`config.mk`:
```
export PLATFORM = sky130hd
export DESIGN_NAME = ps2_keyboard_rx
export DESIGN_NICKNAME = d
export VERILOG_FILES = /design/src/rtl/ps2_pkg.sv /design/src/rtl/ps2_frame_rx.sv /design/src/rtl/ps2_keyboard_rx.sv
export SDC_FILE = /design/constraint.sdc
export NUM_CORES = 1
export LEC_CHECK = 0
export ABC_AREA = 1
export BUFFER_PORTS_ARGS = -buffer_cell sky130_fd_sc_hd__clkbuf_2
export CAP_MARGIN = 20
export CORE_UTILIZATION = 55
export CTS_CLUSTER_SIZE = 10
export DETAILED_ROUTE_END_ITERATION = 10
export PLACE_DENSITY = 0.74
export RECOVER_POWER = 50
export SYNTH_ARGS = -nofsm -noshare
export SYNTH_HDL_FRONTEND = slang
export SYNTH_SLANG_ARGS = --single-unit
```
`constraint.sdc`:
```
create_clock -name clk -period 1.6 [get_ports clk]
set_input_delay 0.16 -clock clk [delete_from_list [all_inputs] [get_ports clk]]
set_output_delay 0.16 -clock clk [all_outputs]
set_load 0.01 [all_outputs]
```
`src/rtl/ps2_pkg.sv`:
```
// Shared PS/2 definitions: frame-state encoding, protocol prefix bytes and
// the game scancodes also referenced by the game engine.
package ps2_pkg;

    typedef enum logic [1:0] {
        IDLE,
        DATA,
        PARITY,
        STOP
    } frame_state_t;

    localparam logic [7:0] SC_BREAK = 8'hF0;
    localparam logic [7:0] SC_EXT   = 8'hE0;

    localparam logic [7:0] SC_W = 8'h1D;
    localparam logic [7:0] SC_D = 8'h23;
    localparam logic [7:0] SC_S = 8'h1B;
    localparam logic [7:0] SC_A = 8'h1C;
    localparam logic [7:0] SC_I = 8'h43;
    localparam logic [7:0] SC_L = 8'h4B;
    localparam logic [7:0] SC_K = 8'h42;
    localparam logic [7:0] SC_J = 8'h3B;
    localparam logic [7:0] SC_R = 8'h2D;

    // PS/2 uses odd parity over the eight data bits plus the parity bit
    function automatic logic parity_ok(input logic [7:0] data, input logic par);
        return ^{data, par};
    endfunction

endpackage

```
`src/rtl/ps2_frame_rx.sv`:
```
// PS/2 frame receiver: synchronizes and deglitches the keyboard lines and
// deframes 11-bit frames into rxByte/rxValid/frameErr.
// Optional build macro: PS2_TIMEOUT_EN (aborts a stalled partial frame).
module ps2_frame_rx
    import ps2_pkg::*;
#(
    parameter int unsigned FILTER_LEN     = 8,
    parameter int unsigned TIMEOUT_CYCLES = 50000
) (
    input  logic       clk,
    input  logic       rst,
    input  logic       ps2Clk,
    input  logic       ps2Data,
    output logic [7:0] rxByte,
    output logic       rxValid,
    output logic       frameErr
);

    logic                  clk_s1, clk_s2, dat_s1, dat_s2;
    logic [FILTER_LEN-1:0] filt_sr;
    logic                  filt_clk;
    logic                  fall;
    logic                  filt_edge;

    frame_state_t state, state_n;
    logic [2:0]   bitcnt;
    logic [7:0]   shreg;
    logic         par_bit;
    logic         ok_n, err_n;
    logic         timeout;

    // Two-flop synchronizers; reset to the idle-high bus level
    always_ff @(posedge clk) begin
        if (rst) begin
            clk_s1 <= 1'b1;
            clk_s2 <= 1'b1;
            dat_s1 <= 1'b1;
            dat_s2 <= 1'b1;
        end else begin
            clk_s1 <= ps2Clk;
            clk_s2 <= clk_s1;
            dat_s1 <= ps2Data;
            dat_s2 <= dat_s1;
        end
    end

    // Glitch filter: level changes only when the whole window agrees
    always_ff @(posedge clk) begin
        if (rst) begin
            filt_sr   <= '1;
            filt_clk  <= 1'b1;
            fall      <= 1'b0;
            filt_edge <= 1'b0;
        end else begin
            filt_sr   <= {filt_sr[FILTER_LEN-2:0], clk_s2};
            fall      <= 1'b0;
            filt_edge <= 1'b0;
            if (filt_sr == '0 && filt_clk) begin
                filt_clk  <= 1'b0;
                fall      <= 1'b1;
                filt_edge <= 1'b1;
            end else if (filt_sr == '1 && !filt_clk) begin
                filt_clk  <= 1'b1;
                filt_edge <= 1'b1;
            end
        end
    end

`ifdef PS2_TIMEOUT_EN
    localparam int unsigned TO_W = (TIMEOUT_CYCLES > 2) ? $clog2(TIMEOUT_CYCLES) : 1;
    logic [TO_W-1:0] to_cnt;

    // Inactivity counter, held clear while idle or on any filtered edge
    always_ff @(posedge clk) begin
        if (rst || filt_edge || state == IDLE) begin
            to_cnt <= '0;
        end else if (!timeout) begin
            to_cnt <= to_cnt + 1'b1;
        end
    end

    // Timeout never coincides with fall, since fall implies filt_edge
    always_comb begin
        timeout = (state != IDLE) && !filt_edge && (to_cnt == TO_W'(TIMEOUT_CYCLES - 1));
    end
`else
    // Timeout logic not built; parameter kept for interface compatibility
    always_comb begin
        timeout = 1'b0 & (TIMEOUT_CYCLES == 0);
    end
`endif

    // Frame state register
    always_ff @(posedge clk) begin
        if (rst) begin
            state <= IDLE;
        end else begin
            state <= state_n;
        end
    end

    // Next-state logic, stepped by filtered falling edges
    always_comb begin
        state_n = state;
        if (timeout) begin
            state_n = IDLE;
        end else if (fall) begin
            case (state)
                IDLE:    if (!dat_s2) state_n = DATA;
                DATA:    if (bitcnt == 3'd7) state_n = PARITY;
                PARITY:  state_n = STOP;
                STOP:    state_n = IDLE;
                default: state_n = IDLE;
            endcase
        end
    end

    // Frame outcome strobes, valid during the stop-bit fall
    always_comb begin
        ok_n  = 1'b0;
        err_n = timeout;
        if (fall && state == STOP) begin
            if (dat_s2 && parity_ok(shreg, par_bit)) begin
                ok_n = 1'b1;
            end else begin
                err_n = 1'b1;
            end
        end
    end

    // Shift register, bit counter and parity capture
    always_ff @(posedge clk) begin
        if (rst) begin
            bitcnt  <= '0;
            shreg   <= '0;
            par_bit <= 1'b0;
        end else if (fall) begin
            case (state)
                IDLE:   bitcnt <= '0;
                DATA: begin
                    shreg  <= {dat_s2, shreg[7:1]};
                    bitcnt <= bitcnt + 3'd1;
                end
                PARITY: par_bit <= dat_s2;
                default: ;
            endcase
        end
    end

    // Registered outputs
    always_ff @(posedge clk) begin
        if (rst) begin
            rxByte   <= '0;
            rxValid  <= 1'b0;
            frameErr <= 1'b0;
        end else begin
            rxValid  <= ok_n;
            frameErr <= err_n;
            if (ok_n) begin
                rxByte <= shreg;
            end
        end
    end

endmodule

```
`src/rtl/ps2_keyboard_rx.sv`:
```
// PS/2 keyboard receiver top: frame receiver plus make/break decoder that
// keeps curPressed at the make code of the held key (0x00 when released).
// Optional build macro: PS2_TIMEOUT_EN (passed through to ps2_frame_rx).
module ps2_keyboard_rx
    import ps2_pkg::*;
#(
    parameter int unsigned FILTER_LEN     = 8,
    parameter int unsigned TIMEOUT_CYCLES = 50000
) (
    input  logic       clk,
    input  logic       rst,
    input  logic       ps2Clk,
    input  logic       ps2Data,
    output logic [7:0] curPressed,
    output logic [7:0] rxByte,
    output logic       rxValid,
    output logic       frameErr
);

    logic breakPending;
    logic extPending;

    ps2_frame_rx #(
        .FILTER_LEN     (FILTER_LEN),
        .TIMEOUT_CYCLES (TIMEOUT_CYCLES)
    ) u_frame (
        .clk      (clk),
        .rst      (rst),
        .ps2Clk   (ps2Clk),
        .ps2Data  (ps2Data),
        .rxByte   (rxByte),
        .rxValid  (rxValid),
        .frameErr (frameErr)
    );

    // Make/break decoder; the E0 prefix is tracked but otherwise ignored
    always_ff @(posedge clk) begin
        if (rst) begin
            curPressed   <= '0;
            breakPending <= 1'b0;
            extPending   <= 1'b0;
        end else if (rxValid) begin
            if (rxByte == SC_BREAK) begin
                breakPending <= 1'b1;
            end else if (rxByte == SC_EXT) begin
                extPending <= 1'b1;
            end else begin
                if (breakPending) begin
                    if (rxByte == curPressed) begin
                        curPressed <= '0;
                    end
                    breakPending <= 1'b0;
                end else begin
                    curPressed <= rxByte;
                end
                if (extPending) begin
                    extPending <= 1'b0;
                end
            end
        end
    end

endmodule
```
==> flow_summary.yaml, run 1 <==
power_and_ir_drop:
  peakVddDrop_uv: 528
  pwr_density_cell_nw_per_um2: 868
  p_leak_uw: 0.00114
place:
  dpl.hpwl_um: 2900
  place_ws_ps: 72.5
  port_buffers: 21
  placed_cell_area_um2: 2320
  finalWeightedCongestion: 0.815
sta:
  skew_ps: 7.15
  fin_crit_sh_pct: 93.0
  tns_ps: 0
  fin_crit_ps: 1490
  timing.final.ws_setup_ps: 112
  worst_pin_slew_ps: 560
  max_freq_mhz: 672
  setup_violations: 0
  slew_violations: 0
  relSlewSlack_pct: 62.7
  hold_viol: 0
  rsz0062_at_grt: "no"
logic_synthesis:
  synth_cell_type_count: 24
  async_reset_ff_share_pct: 0
  yosys_warnings: 0
  synth_edf_count: 0
  ys_top_cells_by_count: "nand2_1 (78), dfxtp_1 (47), inv_1 (31), nor2_1 (31), a21oi_1 (17)"
  yosysSeqAreaShare_pct: 44.1
  synth_area_um2: 2130
  ys.flop_type: "dfxtp_1"
  postSynthCellCount: 294
  synth.most_common_cell: "nand2_1"
  synth_area_leader_cell: "dfxtp_1"
  synth_seq_cells: 47
  syn_nets: 304
  synth.area.top_cells: "dfxtp_1 (44%), nand2_1 (14%), inv_1 (5.5%)"
  synth_top_area_share_pct: 44.1
  syn-mean-instance-area_um2: 7.26
clock_tree:
  cts_buffers: 5
  insertion_delay_ps: 310
  tritoncts: "done"
  htreeDepth: 2
  root_buffer: "clkbuf_8"
  cts_hold_buf: 0
  clock_path_buffers: 2
  clkSinkCount: 47
  path_clk_slew_ps: 90
routing:
  routed_wl_um: 4170
  drtPass1Iterations: 4
  via_per_inst: 5.00
  drc_errors: 0
  ant_nets: 0
  num_vias: 1870
  drt_iter0_drc: 108
  wire_per_inst_um: 11.1
floorplan:
  rows: 22
  fp.dieW_um: 64.3
  initial_core_util_pct: 57.8
  fp.coreArea_um2: 3690
  die_area_um2: 4130
  ios: 22
  fp.dieH_um: 64.3
finish:
  n_fill_cell: 329
  n_antenna_cell: 0
  drive_gt1_share_pct: 15.6
  stdcell_area_um2: 2480
  nNetsFinal: 335
  area_growth_syn_to_layout_pct: 16.1
setup_path:
  worstPathRequired_ps: 1790
  reg2reg_depth: 8
  crit_path_end_kind: "register"
  worst_setup_path_start_kind: "register"
  cp_max_fo: 8
  critPathKind: "reg -> reg"
  crit_arrival_ps: 1680
run:
  max_cap_viol_count: 0
min_path:
  min_path_cells: 2
  min_path_type: "in -> reg"
global_routing:
  overflow: 0
  antenna_found_initial: 0
  grt_use_total_pct: 21.8
  grt_pass1_vias: 1623
  grt_pass1_wl_um: 6890
  grt_max_degree: 16
run_status:
  status: "finished clean"
==> cell type report <==
| type | instances | area (um^2) | share of cell area, % |
|---|---|---|---|
| multi-input combinational | 204 | 1060 | 42.9 |
| tap | 48 | 60.1 | 2.43 |
| clock inverter | 2 | 38.8 | 1.57 |
| timing repair buffer | 31 | 150 | 6.06 |
| sequential | 47 | 947 | 38.3 |
| clock buffer | 6 | 82.6 | 3.34 |
| inverter | 36 | 135 | 5.46 |
==> where the power goes <==
part / leakage [uW] / total, uW / switching (uW) / internal [uW]
clock: 0.0000618 / 927 / 413 / 514
sequential: 0.000383 / 1180 / 2.71 / 1170
combinational: 0.000698 / 44.2 / 28.6 / 15.6
==> worst paths after layout <==
kind              slack [ps]                       start                          to
hold / removal            30                     ps2Data   u_frame.dat_s1$_SDFF_PP1_
hold reg to reg          420   u_frame.dat_s1$_SDFF_PP1_   u_frame.dat_s2$_SDFF_PP1_
setup reg to reg         110  curPressed[1]$_SDFFE_PP0P_  curPressed[5]$_SDFFE_PP0P_
setup / recovery         110  curPressed[1]$_SDFFE_PP0P_  curPressed[5]$_SDFFE_PP0P_
==> through the flow <==
stage / hold slack [ps] / total power, uW / utilization (%) / instances
3_5_place_dp: 347 / 1250 / 63.0 / 363
3_3_place_gp: 342 / 1250 / 63.0 / 363
4_1_cts: 17.7 / 2170 / 66.3 / 371
5_1_grt: 12.4 / 2230 / 67.1 / 374
2_1_floorplan: 264 / 1230 / - / 294
6_report: 28.9 / 2150 / 67.1 / 374
==> cells by family after synthesis <==
group                      after synthesis  share of synthesized area [%]
and+or+nand+nor                        159                           33.5
DFF                                     47                           44.1
buffers and inverters                   43                           7.57
AOI/OAI and AO/OA                       31                           8.04
xor gates and xnor gates                 8                           3.28
adders and majority gates                6                           3.52
==> worst max-delay path: stages, from the launching register on <==
cell and delay, ps:
dfxtp_1 340, or2_1 240, a21oi_2 160, nand4_1 170, nand2_4 160, buf_4 130
nand3_1 60, nand2_1 90, nor2_1 30
==> state kept, by name (all words and copies together), names as in the netlist <==
signal / count
curPressed: 8
u_frame.dat_s1: 1
u_frame.filt_sr: 8
u_frame.shreg: 8
u_frame.state: 2
u_frame.filt_clk: 1
u_frame.frameErr: 1
u_frame.par_bit: 1
u_frame.rxValid: 1
u_frame.clk_s1: 1
u_frame.fall: 1
u_frame.clk_s2: 1
u_frame.dat_s2: 1
u_frame.rxByte: 8
u_frame.bitcnt: 3
breakPending: 1
==> layout by cell type, fill, tap and decap left out <==
cell	netlist	final
nor2_1	31	31
nand2_4	2	3
nor3_1	5	4
bufinv_16	0	1
nand3_2	1	1
o211ai_1	1	1
xnor2_1	1	1
nor2_4	1	1
a41oi_4	0	1
clkbuf_8	0	6
dfxtp_1	47	42
ha_1	6	6
nand4_1	12	12
or2_2	7	7
nor3_2	0	1
inv_1	31	30
a211oi_1	1	1
clkinv_1	1	1
dfxtp_2	0	5
or2_1	2	2
clkbuf_2	0	6
a21oi_2	0	2
o21ai_0	11	11
inv_2	4	5
nand2_2	4	4
nand2_1	78	77
clkbuf_1	7	18
nand3_1	16	16
a21oi_1	17	15
inv_6	0	1
xor2_1	7	7
buf_4	0	7
==> per-layer routing <==
layer  routed length, um  track usage (%)  vias to the layer above
li1                    -                -                      997
met1                2000             25.1                      845
met2                2000             37.6                       24
met3                 131             7.50                        4
met4                  40             6.67                        0
met5                   0                0                        -
==> repair_timing <==
item | CTS | global route
buffers inserted | 0 | 3
endpoints found under the setup margin | 0 | 15
resized for setup | 0 | 13
Power figures use the tool's default switching activity.
==> run 2: changes to the inputs <==
--- a/config.mk
+++ b/config.mk
@@ -8,10 +8,10 @@
 export ABC_AREA = 1
 export BUFFER_PORTS_ARGS = -buffer_cell sky130_fd_sc_hd__clkbuf_2
 export CAP_MARGIN = 20
-export CORE_UTILIZATION = 55
+export CORE_UTILIZATION = 45
 export CTS_CLUSTER_SIZE = 10
 export DETAILED_ROUTE_END_ITERATION = 10
-export PLACE_DENSITY = 0.74
+export PLACE_DENSITY = 0.63
 export RECOVER_POWER = 50
 export SYNTH_ARGS = -nofsm -noshare
 export SYNTH_HDL_FRONTEND = slang
==> run 2 against run 1 <==
Net effect:
- flip-flop and latch count is the same
- maximum frequency grew 0.11%
- die area grew 21%
- power shrank 9.4%
- highest routed layer unchanged
==> flow_summary.yaml, run 2 (synthesis results as in run 1) <==
place:
  dpl.hpwl_um: 2960
  port_buffers: 21
  placed_cell_area_um2: 2330
  finalWeightedCongestion: 0.799
  place_ws_ps: 102
clock_tree:
  cts_hold_buf: 0
  clkSinkCount: 47
  path_clk_slew_ps: 90
  tritoncts: "done"
  htreeDepth: 2
  insertion_delay_ps: 300
  cts_buffers: 5
  root_buffer: "clkbuf_8"
  clock_path_buffers: 2
finish:
  drive_gt1_share_pct: 21.6
  stdcell_area_um2: 2480
  final_cell_mix: "nand2_1 (76), dfxtp_1 (38), nor2_1 (31)"
  area_growth_syn_to_layout_pct: 16.4
  n_fill_cell: 434
  n_antenna_cell: 0
  nNetsFinal: 333
  final_common_cell: "nand2_1"
power_and_ir_drop:
  pwr_density_cell_nw_per_um2: 784
  peakVddDrop_uv: 529
  p_leak_uw: 0.00117
setup_path:
  reg2reg_depth: 8
  cp_max_fo: 8
  reg2reg_to: "curPressed[1]$_SDFFE_PP0P_"
  cpPeakStageDelay_ps: 370
  cp_slowest_cell: "dfxtp_4"
  r2r_setup_slack_ps: 110
  critPathKind: "reg -> reg"
  worstPathRequired_ps: 1840
  crit_arrival_ps: 1730
  crit_path_end_kind: "register"
  cp_common_cell: "nand2_1"
  path_cells: "or2_1 > a21oi_2 > nand4_1 > nand2_4 > nand2_8 > nand2_1 > nand2_1 > nor2_1"
  r2r-start: "u_frame.rxByte[1]$_SDFFE_PP0P_"
  worst_setup_path_start_kind: "register"
min_path:
  hold_end: "u_frame.clk_s1$_SDFF_PP1_"
  min_path_cells: 2
  hold_path.startpoint: "ps2Clk"
  min_path_type: "in -> reg"
routing:
  ant_nets: 0
  routed_wl_um: 4110
  wire_per_inst_um: 10.9
  via_per_inst: 4.94
  num_vias: 1858
  drt_iter0_drc: 70
  drtPass1Iterations: 6
  drc_errors: 0
sta:
  rsz0062_at_grt: "yes"
  setup_violations: 0
  fin_crit_ps: 1490
  max_freq_mhz: 673
  relSlewSlack_pct: 52.5
  slew_violations: 0
  worst_pin_slew_ps: 712
  hold_ws_ps: 42.1
  hold_viol: 0
  timing.final.ws_setup_ps: 113
  skew_ps: 9.30
  fin_crit_sh_pct: 92.9
floorplan:
  initial_core_util_pct: 48.0
  ios: 22
  rows: 24
  fp.dieH_um: 70.9
  fp.dieW_um: 70.9
  fp.coreArea_um2: 4440
  die_area_um2: 5020
run_status:
  status: "finished clean"
global_routing:
  grt_max_degree: 18
  grt_pass1_vias: 1708
  overflow: 0
  grt_pass1_wl_um: 7360
  antenna_found_initial: 0
  grt_use_total_pct: 18.4
run:
  max_cap_viol_count: 0
[run 2: through the flow]
step	total power (uW)	utilization, %	std cells	TNS, ps
after floorplan	1230	-	294	0
after global routing	2040	55.9	376	-26.5
final	1950	55.9	376	0
after global placement	1250	52.4	365	0
after detailed placement	1260	52.4	365	0
after CTS	1990	54.5	373	0
[run 2: what timing repair did]
item | CTS | global route
buffers inserted | 0 | 2
endpoints found under the setup margin | 0 | 15
gates resized for setup | 0 | 20
[run 2: power by group]
group          internal, uW  switching, uW  total (uW)
Clock                   312            415         728
Combinational          15.6           29.8        45.3
Sequential             1170           2.54        1170
[run 2: worst max-delay path by stage]
stage | from | to | depth (start not counted)
after global placement | u_frame.rxByte[1]$_SDFFE_PP0P_ | curPressed[0]$_SDFFE_PP0P_ | 8
after CTS | u_frame.rxByte[1]$_SDFFE_PP0P_ | curPressed[0]$_SDFFE_PP0P_ | 8
after detailed placement | u_frame.rxByte[1]$_SDFFE_PP0P_ | curPressed[0]$_SDFFE_PP0P_ | 8
after floorplan | u_frame.rxByte[7]$_SDFFE_PP0P_ | curPressed[0]$_SDFFE_PP0P_ | 7
after global routing | u_frame.rxByte[6]$_SDFFE_PP0P_ | curPressed[2]$_SDFFE_PP0P_ | 8
final | u_frame.rxByte[1]$_SDFFE_PP0P_ | curPressed[1]$_SDFFE_PP0P_ | 8
[run 2: worst max-delay path, delay by kind of cell, from the launching register on]
kind	cells	cell delay [ps]
AO/OA/AOI/OAI	1	140
flip-flops	1	370
AND/OR/NAND/NOR	7	930
[run 2: layout make-up]
class | count | area (um^2) | area share [%]
repair buffers | 28 | 153 | 6.15
clock inverters | 3 | 25.0 | 1.01
inverters | 36 | 135 | 5.44
flip-flops and latches | 47 | 957 | 38.5
multi-input cells | 205 | 1080 | 43.5
well taps | 52 | 65.1 | 2.62
clock buffers | 5 | 68.8 | 2.77
[run 2: per-layer routing]
metal	vias to the layer above	GRT usage (%)	share of wire (%)
li1	991	-	-
met1	839	23.9	51
met2	21	29.6	45
met3	7	5.13	2.1
met4	0	6.00	1.6
met5	-	0	0
